File: src/rtl/imem_loader_pkg.sv
// loader_pkg: shared types and constants for the instruction-memory boot loader.
//   loader_state_e  : loader FSM states
//   WORD_W          : instruction word width in bits
//   BYTES_PER_WORD  : stream bytes packed into one instruction word
package loader_pkg;

  localparam int WORD_W         = 32;
  localparam int BYTES_PER_WORD = 4;

  typedef enum logic [2:0] {
    IDLE  = 3'd0,
    COUNT = 3'd1,
    DATA  = 3'd2,
    CSUM  = 3'd3,
    DONE  = 3'd4,
    ERR   = 3'd5
  } loader_state_e;

endpackage

File: src/rtl/imem_loader_if.sv
// imem_loader_if: byte-stream handshake plus instruction-memory write bus.
//   byte_valid/byte_data : stream byte offered by the source
//   byte_ready           : loader accepts a byte this cycle
//   imem_we/addr/wdata   : registered one-cycle write to instruction memory
// master = byte source / memory side, slave = loader.
interface imem_loader_if
  import loader_pkg::*;
#(
  parameter int ADDR_W = 8
);

  logic              byte_valid;
  logic [7:0]        byte_data;
  logic              byte_ready;
  logic              imem_we;
  logic [ADDR_W-1:0] imem_addr;
  logic [WORD_W-1:0] imem_wdata;

  modport master (
    output byte_valid, byte_data,
    input  byte_ready, imem_we, imem_addr, imem_wdata
  );

  modport slave (
    input  byte_valid, byte_data,
    output byte_ready, imem_we, imem_addr, imem_wdata
  );

endinterface

File: src/rtl/imem_loader_byte_packer.sv
// byte_packer: assembles stream bytes little-endian into 32-bit words.
//   clk, reset  : clock, async active-high reset
//   clear       : restart packing at byte 0 (start of a load)
//   load        : a data byte is accepted this cycle
//   in_byte     : the data byte
//   word_ready  : this byte completes a word (combinational, same cycle)
//   word_next   : the completed word, valid while word_ready is high
module byte_packer
  import loader_pkg::*;
(
  input  logic              clk,
  input  logic              reset,
  input  logic              clear,
  input  logic              load,
  input  logic [7:0]        in_byte,
  output logic              word_ready,
  output logic [WORD_W-1:0] word_next
);

  logic [1:0]        idx;
  // Only the upper three bytes need storing: each new byte enters at the
  // top and the oldest drops off the bottom, so byte 0 ends in bits 7:0.
  logic [WORD_W-9:0] shreg;

  assign word_next  = {in_byte, shreg};
  assign word_ready = load && (idx == 2'(BYTES_PER_WORD - 1));

  always_ff @(posedge clk or posedge reset) begin
    if (reset) begin
      idx   <= '0;
      shreg <= '0;
    end else if (clear) begin
      idx   <= '0;
      shreg <= '0;
    end else if (load) begin
      idx   <= idx + 2'd1;
      shreg <= word_next[WORD_W-1:8];
    end
  end

endmodule

File: src/rtl/imem_loader.sv
// imem_loader: boot-time writer for instruction memory.
// Stream: count byte N, N*4 data bytes (little-endian words), checksum byte
// (8-bit sum of data bytes). Holds cpu_reset until a verified image lands.
//   clk, reset : clock, async active-high reset
//   start      : begin a load (honoured in IDLE, DONE, ERR only)
//   bus        : byte stream in, instruction-memory writes out
//   cpu_reset  : core held in reset unless the last load succeeded
//   busy       : load in progress
//   done / err : last load succeeded / failed
module imem_loader
  import loader_pkg::*;
#(
  parameter int ADDR_W = 8,
  parameter int DEPTH  = 64
)(
  input  logic         clk,
  input  logic         reset,
  input  logic         start,
  imem_loader_if.slave bus,
  output logic         cpu_reset,
  output logic         busy,
  output logic         done,
  output logic         err
);

  localparam logic [8:0] DEPTH_L = 9'(DEPTH);

  loader_state_e     state;
  logic [7:0]        word_total;
  logic [7:0]        word_cnt;
  logic [7:0]        sum;
  logic [ADDR_W-1:0] waddr;
  logic              we_r;
  logic [ADDR_W-1:0] addr_r;
  logic [WORD_W-1:0] wdata_r;

  logic              accept;
  logic              restart;
  logic              pack_load;
  logic              word_ready;
  logic [WORD_W-1:0] word_next;

  // Status comes straight from the state register, so done/err/busy and
  // cpu_reset all change on the same edge as the state itself.
  assign busy       = (state == COUNT) || (state == DATA) || (state == CSUM);
  assign done       = (state == DONE);
  assign err        = (state == ERR);
  assign cpu_reset  = !done;

  assign accept     = bus.byte_valid && busy;
  assign restart    = start && ((state == IDLE) || (state == DONE) || (state == ERR));
  assign pack_load  = accept && (state == DATA);

  assign bus.byte_ready = busy;
  assign bus.imem_we    = we_r;
  assign bus.imem_addr  = addr_r;
  assign bus.imem_wdata = wdata_r;

  byte_packer u_packer (
    .clk        (clk),
    .reset      (reset),
    .clear      (restart),
    .load       (pack_load),
    .in_byte    (bus.byte_data),
    .word_ready (word_ready),
    .word_next  (word_next)
  );

  always_ff @(posedge clk or posedge reset) begin
    if (reset) begin
      state      <= IDLE;
      word_total <= '0;
      word_cnt   <= '0;
      sum        <= '0;
      waddr      <= '0;
      we_r       <= 1'b0;
      addr_r     <= '0;
      wdata_r    <= '0;
    end else begin
      we_r <= 1'b0;
      case (state)
        IDLE, DONE, ERR: begin
          if (restart) begin
            state    <= COUNT;
            word_cnt <= '0;
            sum      <= '0;
            waddr    <= '0;
          end
        end
        COUNT: begin
          if (accept) begin
            if ((bus.byte_data == 8'd0) || ({1'b0, bus.byte_data} > DEPTH_L)) begin
              state <= ERR;
            end else begin
              word_total <= bus.byte_data;
              state      <= DATA;
            end
          end
        end
        DATA: begin
          if (pack_load) begin
            sum <= sum + bus.byte_data;
            if (word_ready) begin
              we_r     <= 1'b1;
              addr_r   <= waddr;
              wdata_r  <= word_next;
              waddr    <= waddr + ADDR_W'(1);
              word_cnt <= word_cnt + 8'd1;
              if ((word_cnt + 8'd1) == word_total) state <= CSUM;
            end
          end
        end
        CSUM: begin
          if (accept) state <= (bus.byte_data == sum) ? DONE : ERR;
        end
        default: state <= IDLE;
      endcase
    end
  end

endmodule

File: src/flat_wrapper.sv
// flat-port wrapper written by rule: the top's interface ports become plain ports
module imem_loader_flat import loader_pkg::*;
#(
  parameter int ADDR_W = 8,
  parameter int DEPTH  = 64
)
  (clk, reset, start, cpu_reset, busy, done, err, bus_byte_valid, bus_byte_data, bus_byte_ready, bus_imem_we, bus_imem_addr, bus_imem_wdata);
  imem_loader_if #(.ADDR_W(ADDR_W)) bus_i ();
  input  logic clk;
  input  logic reset;
  input  logic start;
  output logic cpu_reset;
  output logic busy;
  output logic done;
  output logic err;
  input wire logic [$bits(bus_i.byte_valid)-1:0] bus_byte_valid;
  input wire logic [$bits(bus_i.byte_data)-1:0] bus_byte_data;
  output wire logic [$bits(bus_i.byte_ready)-1:0] bus_byte_ready;
  output wire logic [$bits(bus_i.imem_we)-1:0] bus_imem_we;
  output wire logic [$bits(bus_i.imem_addr)-1:0] bus_imem_addr;
  output wire logic [$bits(bus_i.imem_wdata)-1:0] bus_imem_wdata;
  assign bus_i.byte_valid = bus_byte_valid;
  assign bus_i.byte_data = bus_byte_data;
  assign bus_byte_ready = bus_i.byte_ready;
  assign bus_imem_we = bus_i.imem_we;
  assign bus_imem_addr = bus_i.imem_addr;
  assign bus_imem_wdata = bus_i.imem_wdata;
  imem_loader #(.ADDR_W(ADDR_W), .DEPTH(DEPTH)) u_core (.clk(clk), .reset(reset), .start(start), .bus(bus_i), .cpu_reset(cpu_reset), .busy(busy), .done(done), .err(err));
endmodule
File: config.mk
export PLATFORM = sky130hd
export DESIGN_NAME = imem_loader_flat
export DESIGN_NICKNAME = d
export VERILOG_FILES = /design/src/rtl/imem_loader_pkg.sv /design/src/rtl/imem_loader_if.sv /design/src/rtl/imem_loader_byte_packer.sv /design/src/rtl/imem_loader.sv /design/src/flat_wrapper.sv
export SDC_FILE = /design/constraint.sdc
export NUM_CORES = 1
export LEC_CHECK = 0
export CORE_MARGIN = 2
export CORE_UTILIZATION = 50
export CTS_CLUSTER_SIZE = 25
export DETAILED_ROUTE_END_ITERATION = 10
export GPL_ROUTABILITY_DRIVEN = 0
export PLACE_DENSITY = 0.76
export SLEW_MARGIN = 25
export SYNTH_ARGS = -nofsm -noshare
export SYNTH_HDL_FRONTEND = slang
export SYNTH_SLANG_ARGS = --single-unit
File: constraint.sdc
create_clock -name clk -period 3.06 [get_ports clk]
set_input_delay 0.612 -clock clk [delete_from_list [all_inputs] [get_ports clk]]
set_output_delay 0.612 -clock clk [all_outputs]
set_load 0.05 [all_outputs]
Word level (Yosys, flattened, before mapping):

Cells that the tools add are included.

* $add $sub $neg: 4
* order comparisons: 1
* eq/ne operators: 14
* mux-type cells: 25
* bitwise gates (word level): 1
* reductions and logical operators: 20

Operators with widths (count)
* $mux W24: 2
* $mux W8: 6
* $pmux W8 S2: 3
* $mux W3: 7
* $add A8 B1 Y8 const B: 2
* $eq A8 B8 Y1: 2
* $pmux W3 S4: 1
* $reduce_and A3 Y1: 3
* $add A8 B8 Y8: 1
* $gt A8 B7 Y1 const B: 1
* $logic_not A8 Y1: 1
* $eq A3 B2 Y1 const B: 2
* $eq A3 B3 Y1 const B: 2
* $ne A2 B1 Y1 const B: 3
* $ne A2 B2 Y1 const B: 3
* $reduce_and A6 Y1: 1
* $logic_or A1 B1 Y1: 5
* $logic_and A1 B1 Y1: 4
* $mux W1: 4
* $mux W2: 2
* $reduce_and A4 Y1: 1
* $reduce_bool A2 Y1: 2
* $eq A3 B1 Y1 const B: 1
* $logic_not A3 Y1: 1
* other kinds (5): 5

* register bits after elaboration: 102
* bits of input ports: 12
* logic and storage cells: 75

Depth between registers and ports, before layout:

Gate-level depths: netlist of run 1.

* word-level depth: 9
* mapped depth: 8
* depth with buffers taken out: 7

Hierarchy:

Synthesis of run 1 repeated with hierarchy kept, for this count alone.

* cells, all modules: 491
* area, all modules: 4865.9 um^2

Modules (own cells, without submodules)
* imem_loader: times used 1, cells an instance 396, area each 3707.3 um^2
* byte_packer: times used 1, cells an instance 95, area each 1158.6 um^2

Least setup slack after synthesis of run 1:

No wires, ideal clock.

* path kind: input-to-reg
* start point: in bus_byte_data[0]
* end point: reg u_core.sum[6]
* arrival: 2.107 ns
* slack: 0.884 ns
* stages: 7
* buffers on the path: 0
* cells stage by stage: ha_1 fa_1 a21o_1 a21oi_1 o21bai_1 a2111o_1 nand3_1

* word-level cells in the longest chain between the ends: 3

Ends and longest elaborated chain
* from (decl): RTL line flat_wrapper.sv:17 `input wire logic [$bits(bus_i.byte_data)-1:0] bus_byte_data;`
* $add A8 B8 Y8: RTL line imem_loader.sv:102 `sum <= sum + bus.byte_data;`
* $mux W8: RTL line imem_loader.sv:101 `if (pack_load) begin`
* $pmux W8 S2: RTL line imem_loader.sv:81 `case (state)`
* to (signal assigned): RTL line imem_loader.sv:102
* to (decl): RTL line imem_loader.sv:31 `logic [7:0] sum;`

No other way between the ends. The select of a mux whose other input is x is not followed.
A chain may end at the register's enable or synchronous reset.

Final worst setup path of run 1:

* start point: reg u_core.state[1]
* end point: out done

* word-level cells in the longest chain between the ends: 1

Ends and longest elaborated chain
* from (decl): RTL line imem_loader.sv:28 `loader_state_e state;`
* from (signal assigned): RTL line imem_loader.sv:114 `if (accept) state <= (bus.byte_data == sum) ? DONE : ERR;`
* $eq A3 B3 Y1: RTL line imem_loader.sv:46 `assign done = (state == DONE);`
* to (decl): RTL line flat_wrapper.sv:14 `output logic done;`

No other way between the ends.

==> results of run 1 <==
-- cell families after synthesis --
kind of cell	count (synthesis)	synth area share, %
buffers and inverters	36	3.44
adders and majority gates	11	3.07
and+or+nand+nor	264	23.3
xor gates and xnor gates	21	3.89
muxes	9	2.12
AOI/OAI and AO/OA	78	10.2
DFF	102	54.0
-- state kept, by name, summed over array words and instances (netlist names) --
name,flops
u_core.bus.imem_wdata,32
u_core.u_packer.shreg,24
u_core.bus.imem_addr,8
u_core.sum,8
u_core.waddr,8
u_core.word_cnt,8
u_core.word_total,8
u_core.state,3
u_core.u_packer.idx,2
u_core.bus.imem_we,1
-- power groups by stage --
stage,registers [mW],clock network [mW],logic [mW]
final,1.54,0.819,0.720
after global routing,1.55,0.892,0.791
after CTS,1.54,0.839,0.723
after detailed placement,1.57,0,0.720
after global placement,1.56,0,0.698
after floorplan,1.51,0,0.573
-- Yosys cell counts, types with 2 or more instances --
master	instances	area (sq um)
buf_2	12	60.1
nor2b_1	2	12.5
a21o_1	3	22.5
xnor2_1	14	123
nor2_1	22	82.6
clkbuf_1	13	48.8
inv_1	7	26.3
nand4_1	4	25.0
ha_1	10	125
dfrtp_1	102	2550
and3_1	9	56.3
nand2b_1	3	18.8
nand2_1	192	721
xor2_1	7	61.3
o31ai_1	2	15.0
mux2_2	8	90.1
a21oi_1	6	30.0
a31oi_1	3	18.8
o21ai_0	46	230
nor4_1	4	25.0
nand3_1	19	95.1
a211oi_1	2	15.0
nor3_1	3	15.0
-- path summary, 6_finish.rpt --
| check | cells after the start | endpoint | slack (ns) | start |
|---|---|---|---|---|
| min in group clk | 2 | u_core.bus.imem_addr[4]$_DFFE_PP0P_ | 0.48 | u_core.bus.imem_addr[4]$_DFFE_PP0P_ |
| max | 4 | done | 0.37 | u_core.state[1]$_DFFE_PP0P_ |
| max in group asynchronous | 3 | u_core.sum[4]$_DFFE_PP0P_ | 2.04 | reset |
| min reg2reg | 2 | u_core.bus.imem_addr[4]$_DFFE_PP0P_ | 0.48 | u_core.bus.imem_addr[4]$_DFFE_PP0P_ |
| min | 2 | u_core.bus.imem_wdata[6]$_DFFE_PP0P_ | 0.48 | reset |
| max reg2reg | 7 | u_core.sum[6]$_DFFE_PP0P_ | 0.98 | u_core.sum[0]$_DFFE_PP0P_ |
-- through the flow --
| step | hold WS [ns] | power (mW) | util (%) | std cells | cell area (sq um) |
|---|---|---|---|---|---|
| finish | 0.476 | 3.08 | 61.0 | 688 | 5610 |
| global route | 0.470 | 3.24 | 61.0 | 688 | 5610 |
| CTS | 0.466 | 3.10 | 61.0 | 688 | 5610 |
| detailed placement | 0.457 | 2.29 | 58.9 | 672 | 5420 |
| global placement | 0.452 | 2.25 | 58.9 | 672 | 5420 |
| floorplan | 0.439 | 2.08 | - | 521 | 4730 |
-- layer usage --
| layer | up-vias | part of all wire (%) | global-route usage, % |
|---|---|---|---|
| li1 | 1830 | - | - |
| met1 | 1776 | 44 | 28.5 |
| met2 | 96 | 49 | 35.2 |
| met3 | 26 | 3.9 | 3.52 |
| met4 | 0 | 2.7 | 9.56 |
| met5 | - | 0 | 0 |
-- cell type report --
type                            count  share of cell area (%)
Clock buffer                       10                    2.46
Sequential cell                   102                    45.5
Timing Repair Buffer               68                    12.1
Multi-Input combinational cell    383                    35.9
Tap cell                          111                    2.48
Inverter                            8                   0.603
Clock inverter                      6                   0.915
==> flow_summary_export.csv, run 1 <==
group,metric,value,unit
outcome,outcome,"finished clean",
clocking,ctsHoldBuffers,0,
pwr,peakVddDrop,0.252,mV
sta,hold_viol,0,
setup_path,arrival,2.07,ns
clocking,clk_latency,0.37,ns
yosys,synthArstFlopShare,100,%
flow_run,max-cap-violations,0,
sta,clock.fmax,0.372,GHz
clocking,clkTransAtPathRegs,0.10,ns
pwr,seq_power_share,50.1,%
pwr,pwr_density_cell,550,mW/mm^2
floorplanning,die_height,101,microns
detailed_routing,via_per_inst,5.42,
detailed_routing,wl,10200,microns
yosys,ys_types,51,
finish,fillers,796,
setup_path,slowest_stage,"clkdlybuf4s50_1",
yosys,syn_avg_cell_area,9.08,sq um
setup_path,crit_type,"reg -> out",
pwr,internal_power,2.05,mW
floorplanning,coreArea,0.00920,sq mm
clocking,cts_sinks,102,
finish,final_common_cell,"nand2_1",
sta,grt_setup_unrepaired,"no",
sta,final-setup-viol-count,0,
min_path,min_path_type,"in -> async",
grt,grt_pass1_wl,17400,microns
pwr,power.share.combinational,23.4,%
yosys,synth_area,0.00473,sq mm
pwr,switching_power,1.03,mW
grt,grt_max_degree,68,
grt,grtUsageTotal,21.5,%
setup_path,max_stage_delay,0.79,ns
place,place_ws,0.203,ns
yosys,syn_nets,544,
floorplanning,die_area,0.0103,sq mm
detailed_routing,vias,3728,
detailed_routing,first_iter_violations,195,
pwr,clkPwrFrac,26.6,%
clocking,cts_buffer_depth,2,
setup_path,worstPathMaxFanout,10,
sta,slew_headroom,58.9,%
yosys,synth_edf_count,0,
clocking,root_buffer,"clkbuf_8",
floorplanning,placementRows,35,
sta,tns,0,ns
grt,antenna_found_initial,0,
pwr,swShare,33.4,%
setup_path,cp_top_family,"buffers and inverters",
clocking,h-tree-depth,3,
floorplanning,start_util,51.4,%
detailed_routing,ant_nets,0,
place,post-dp-hpwl,7180,microns
detailed_routing,wl_per_cell,14.8,microns
setup_path,endpoint_kind,"primary output",
floorplanning,die_w,101,microns
sta,finalWorstSetupSlack,0.374,ns
sta,finalClockSkew,0.0111,ns
finish,area_growth,18.5,%
yosys,synth_seq_cells,102,
clocking,cts_tree,"yes",
setup_path,crit_path_cell_trace,"nor2_1 -> nand2_1 -> inv_1 -> clkdlybuf4s50_1",
sta,period_needed,2.69,ns
clocking,post_cts_buffers,0,
detailed_routing,drc_errors,0,
clocking,cts_resized,0,
pwr,total_leakage_power,2.69,nW
sta,tightestPinTransition,0.615,ns
place,portBuffers,57,
floorplanning,pin_count,58,
finish,mostFrequentLayoutCells,"192 x nand2_1, 102 x dfrtp_1, 57 x clkdlybuf4s50_1",
yosys,seq_area_frac_synth,54.0,%
detailed_routing,drt_first_pass_iters,4,
grt,grt_overflow,0,
yosys,ys.flop_type,"dfrtp_1",
finish,drive_above_1_share,7.45,%
finish,multi_input_area,0.00201,sq mm
grt,grt_pass1_vias,3687,
finish,diodes,0,
setup_path,critPathLaunchType,"register",
yosys,yosys_warnings,0,
sta,period_share,87.8,%
finish,fin_nets,595,
yosys,syn_inst,521,
finish,ff_latch_area,0.00255,sq mm
clocking,cts-buffers-inserted,9,
setup_path,worst-path-buf-inv,2,
setup_path,crit_required,2.45,ns
sta,maxSlewViolCount,0,
No activity file was read; power rests on OpenSTA's default activity.
==> inputs of run 2 (changes only) <==
--- a/config.mk
+++ b/config.mk
@@ -9,8 +9,8 @@
 export CORE_UTILIZATION = 50
 export CTS_CLUSTER_SIZE = 25
 export DETAILED_ROUTE_END_ITERATION = 10
-export GPL_ROUTABILITY_DRIVEN = 0
 export PLACE_DENSITY = 0.76
+export RECOVER_POWER = 100
 export SLEW_MARGIN = 25
 export SYNTH_ARGS = -nofsm -noshare
 export SYNTH_HDL_FRONTEND = slang
==> flow_summary_export.csv, run 2 (same netlist as run 1, synthesis figures left out) <==
group,metric,value,unit
sta,period_needed,2.69,ns
detailed_routing,wl,9890,microns
clocking,cts_tree,"yes",
floorplanning,die_w,101,microns
setup_path,reg2reg_depth,5,
sta,maxSlewViolCount,0,
detailed_routing,drc_errors,0,
finish,area_growth,18.0,%
setup_path,slowest_stage,"dlygate4sd3_1",
grt,grt_pass1_wl,16900,microns
sta,final-setup-viol-count,0,
detailed_routing,via_per_inst,5.43,
pwr,total_leakage_power,2.82,nW
setup_path,crit_required,2.45,ns
floorplanning,coreArea,0.00920,sq mm
sta,finalClockSkew,0.0132,ns
clocking,ctsHoldBuffers,0,
grt,grtUsageTotal,20.7,%
floorplanning,die_area,0.0103,sq mm
finish,diodes,0,
flow_run,max-cap-violations,0,
place,place_congestion,0.932,
place,place_ws,0.181,ns
sta,clock.fmax,0.371,GHz
clocking,post_cts_buffers,0,
sta,slew_headroom,5.60,%
sta,grt_setup_unrepaired,"no",
clocking,cts_buffer_depth,2,
setup_path,crit_path_cell_trace,"nor2_1 -> nand2_1 -> inv_1 -> dlygate4sd3_1",
pwr,pwr_density_cell,574,mW/mm^2
sta,tns,0,ns
place,portBuffers,57,
grt,grt_overflow,0,
sta,period_share,88.0,%
sta,finalWorstSetupSlack,0.368,ns
place,placed_area,0.00539,sq mm
clocking,clk_latency,0.36,ns
setup_path,arrival,2.08,ns
finish,finalInstanceArea,0.00558,sq mm
sta,tightestPinTransition,1.42,ns
place,post-dp-hpwl,6730,microns
sta,hold_slack,0.473,ns
outcome,outcome,"finished clean",
detailed_routing,ant_nets,0,
clocking,cts-buffers-inserted,9,
finish,mostFrequentLayoutCells,"193 x nand2_1, 102 x dfrtp_1, 49 x dlygate4sd3_1",
setup_path,endpoint_kind,"primary output",
floorplanning,pin_count,58,
grt,antenna_found_initial,0,
pwr,peakVddDrop,0.281,mV
setup_path,worstPathMaxFanout,10,
finish,drive_above_1_share,5.57,%
min_path,min_path_type,"reg -> reg",
setup_path,crit_type,"reg -> out",
place,dp_cells,670,
detailed_routing,first_iter_violations,187,
grt,grt_pass1_vias,3588,
finish,final_cells,686,
clocking,clkTransAtPathRegs,0.10,ns
finish,largest_reg_flops,32,
detailed_routing,vias,3722,
grt,grt_max_degree,103,
setup_path,critPathLaunchType,"register",
finish,fin_nets,593,
detailed_routing,wl_per_cell,14.4,microns
clocking,cts_resized,0,
finish,fillers,808,
floorplanning,start_util,51.4,%
clocking,root_buffer,"clkbuf_8",
min_path,hold_depth,2,
floorplanning,placementRows,35,
sta,hold_viol,0,
clocking,cts_sinks,102,
finish,final_common_cell,"nand2_1",
setup_path,max_stage_delay,0.86,ns
clocking,h-tree-depth,3,
detailed_routing,drt_first_pass_iters,4,
floorplanning,die_height,101,microns
-- run 2: final timing paths --
check,start,end,slack (ns)
min in group asynchronous,reset,u_core.bus.imem_wdata[3]$_DFFE_PP0P_,1.23
hold reg to reg,u_core.bus.imem_wdata[7]$_DFFE_PP0P_,u_core.bus.imem_wdata[7]$_DFFE_PP0P_,0.47
max in group asynchronous,reset,u_core.state[1]$_DFFE_PP0P_,0.99
hold / removal,u_core.bus.imem_wdata[7]$_DFFE_PP0P_,u_core.bus.imem_wdata[7]$_DFFE_PP0P_,0.47
setup reg to reg,u_core.state[2]$_DFFE_PP0P_,u_core.u_packer.shreg[9]$_DFFE_PP0P_,0.39
setup / recovery,u_core.state[1]$_DFFE_PP0P_,done,0.37
-- run 2: critical path, delay by kind of cell, from the launching register on --
| kind | cells | cell delay, ns |
|---|---|---|
| DFF | 1 | 0.50 |
| buffers and inverters | 2 | 0.92 |
| and+or+nand+nor | 2 | 0.31 |
-- run 2: per-layer routing --
metal | vias up | part of all wire, % | global-route usage [%]
met2 | 89 | 47 | 33.3
met4 | 0 | 1.8 | 7.07
met1 | 1778 | 47 | 28.4
met5 | - | 0 | 0
met3 | 18 | 3.8 | 3.80
li1 | 1837 | - | -
-- run 2: layout make-up --
class / count / area [sq um] / area share (%)
clock buffers: 10 / 138 / 2.47
inverters: 8 / 33.8 / 0.606
multi-input cells: 383 / 2000 / 35.8
repair buffers: 66 / 619 / 11.1
flip-flops and latches: 102 / 2550 / 45.8
clock inverters: 6 / 97.6 / 1.75
well taps: 111 / 139 / 2.49
-- run 2: stage by stage --
| step | power [mW] | util (%) |
|---|---|---|
| after floorplan | 2.08 | - |
| after global placement | 2.25 | 58.6 |
| after detailed placement | 2.27 | 58.6 |
| after CTS | 3.25 | 61.2 |
| after global routing | 3.36 | 60.7 |
| final | 3.20 | 60.7 |
-- run 2: power breakdown --
part           internal [mW]  switching, mW  total, mW  leakage, nW
Clock                  0.498          0.494      0.992        0.120
Sequential              1.44         0.0981       1.53         1.40
Combinational          0.256          0.421      0.677         1.29
Total                   2.19           1.01       3.20         2.82
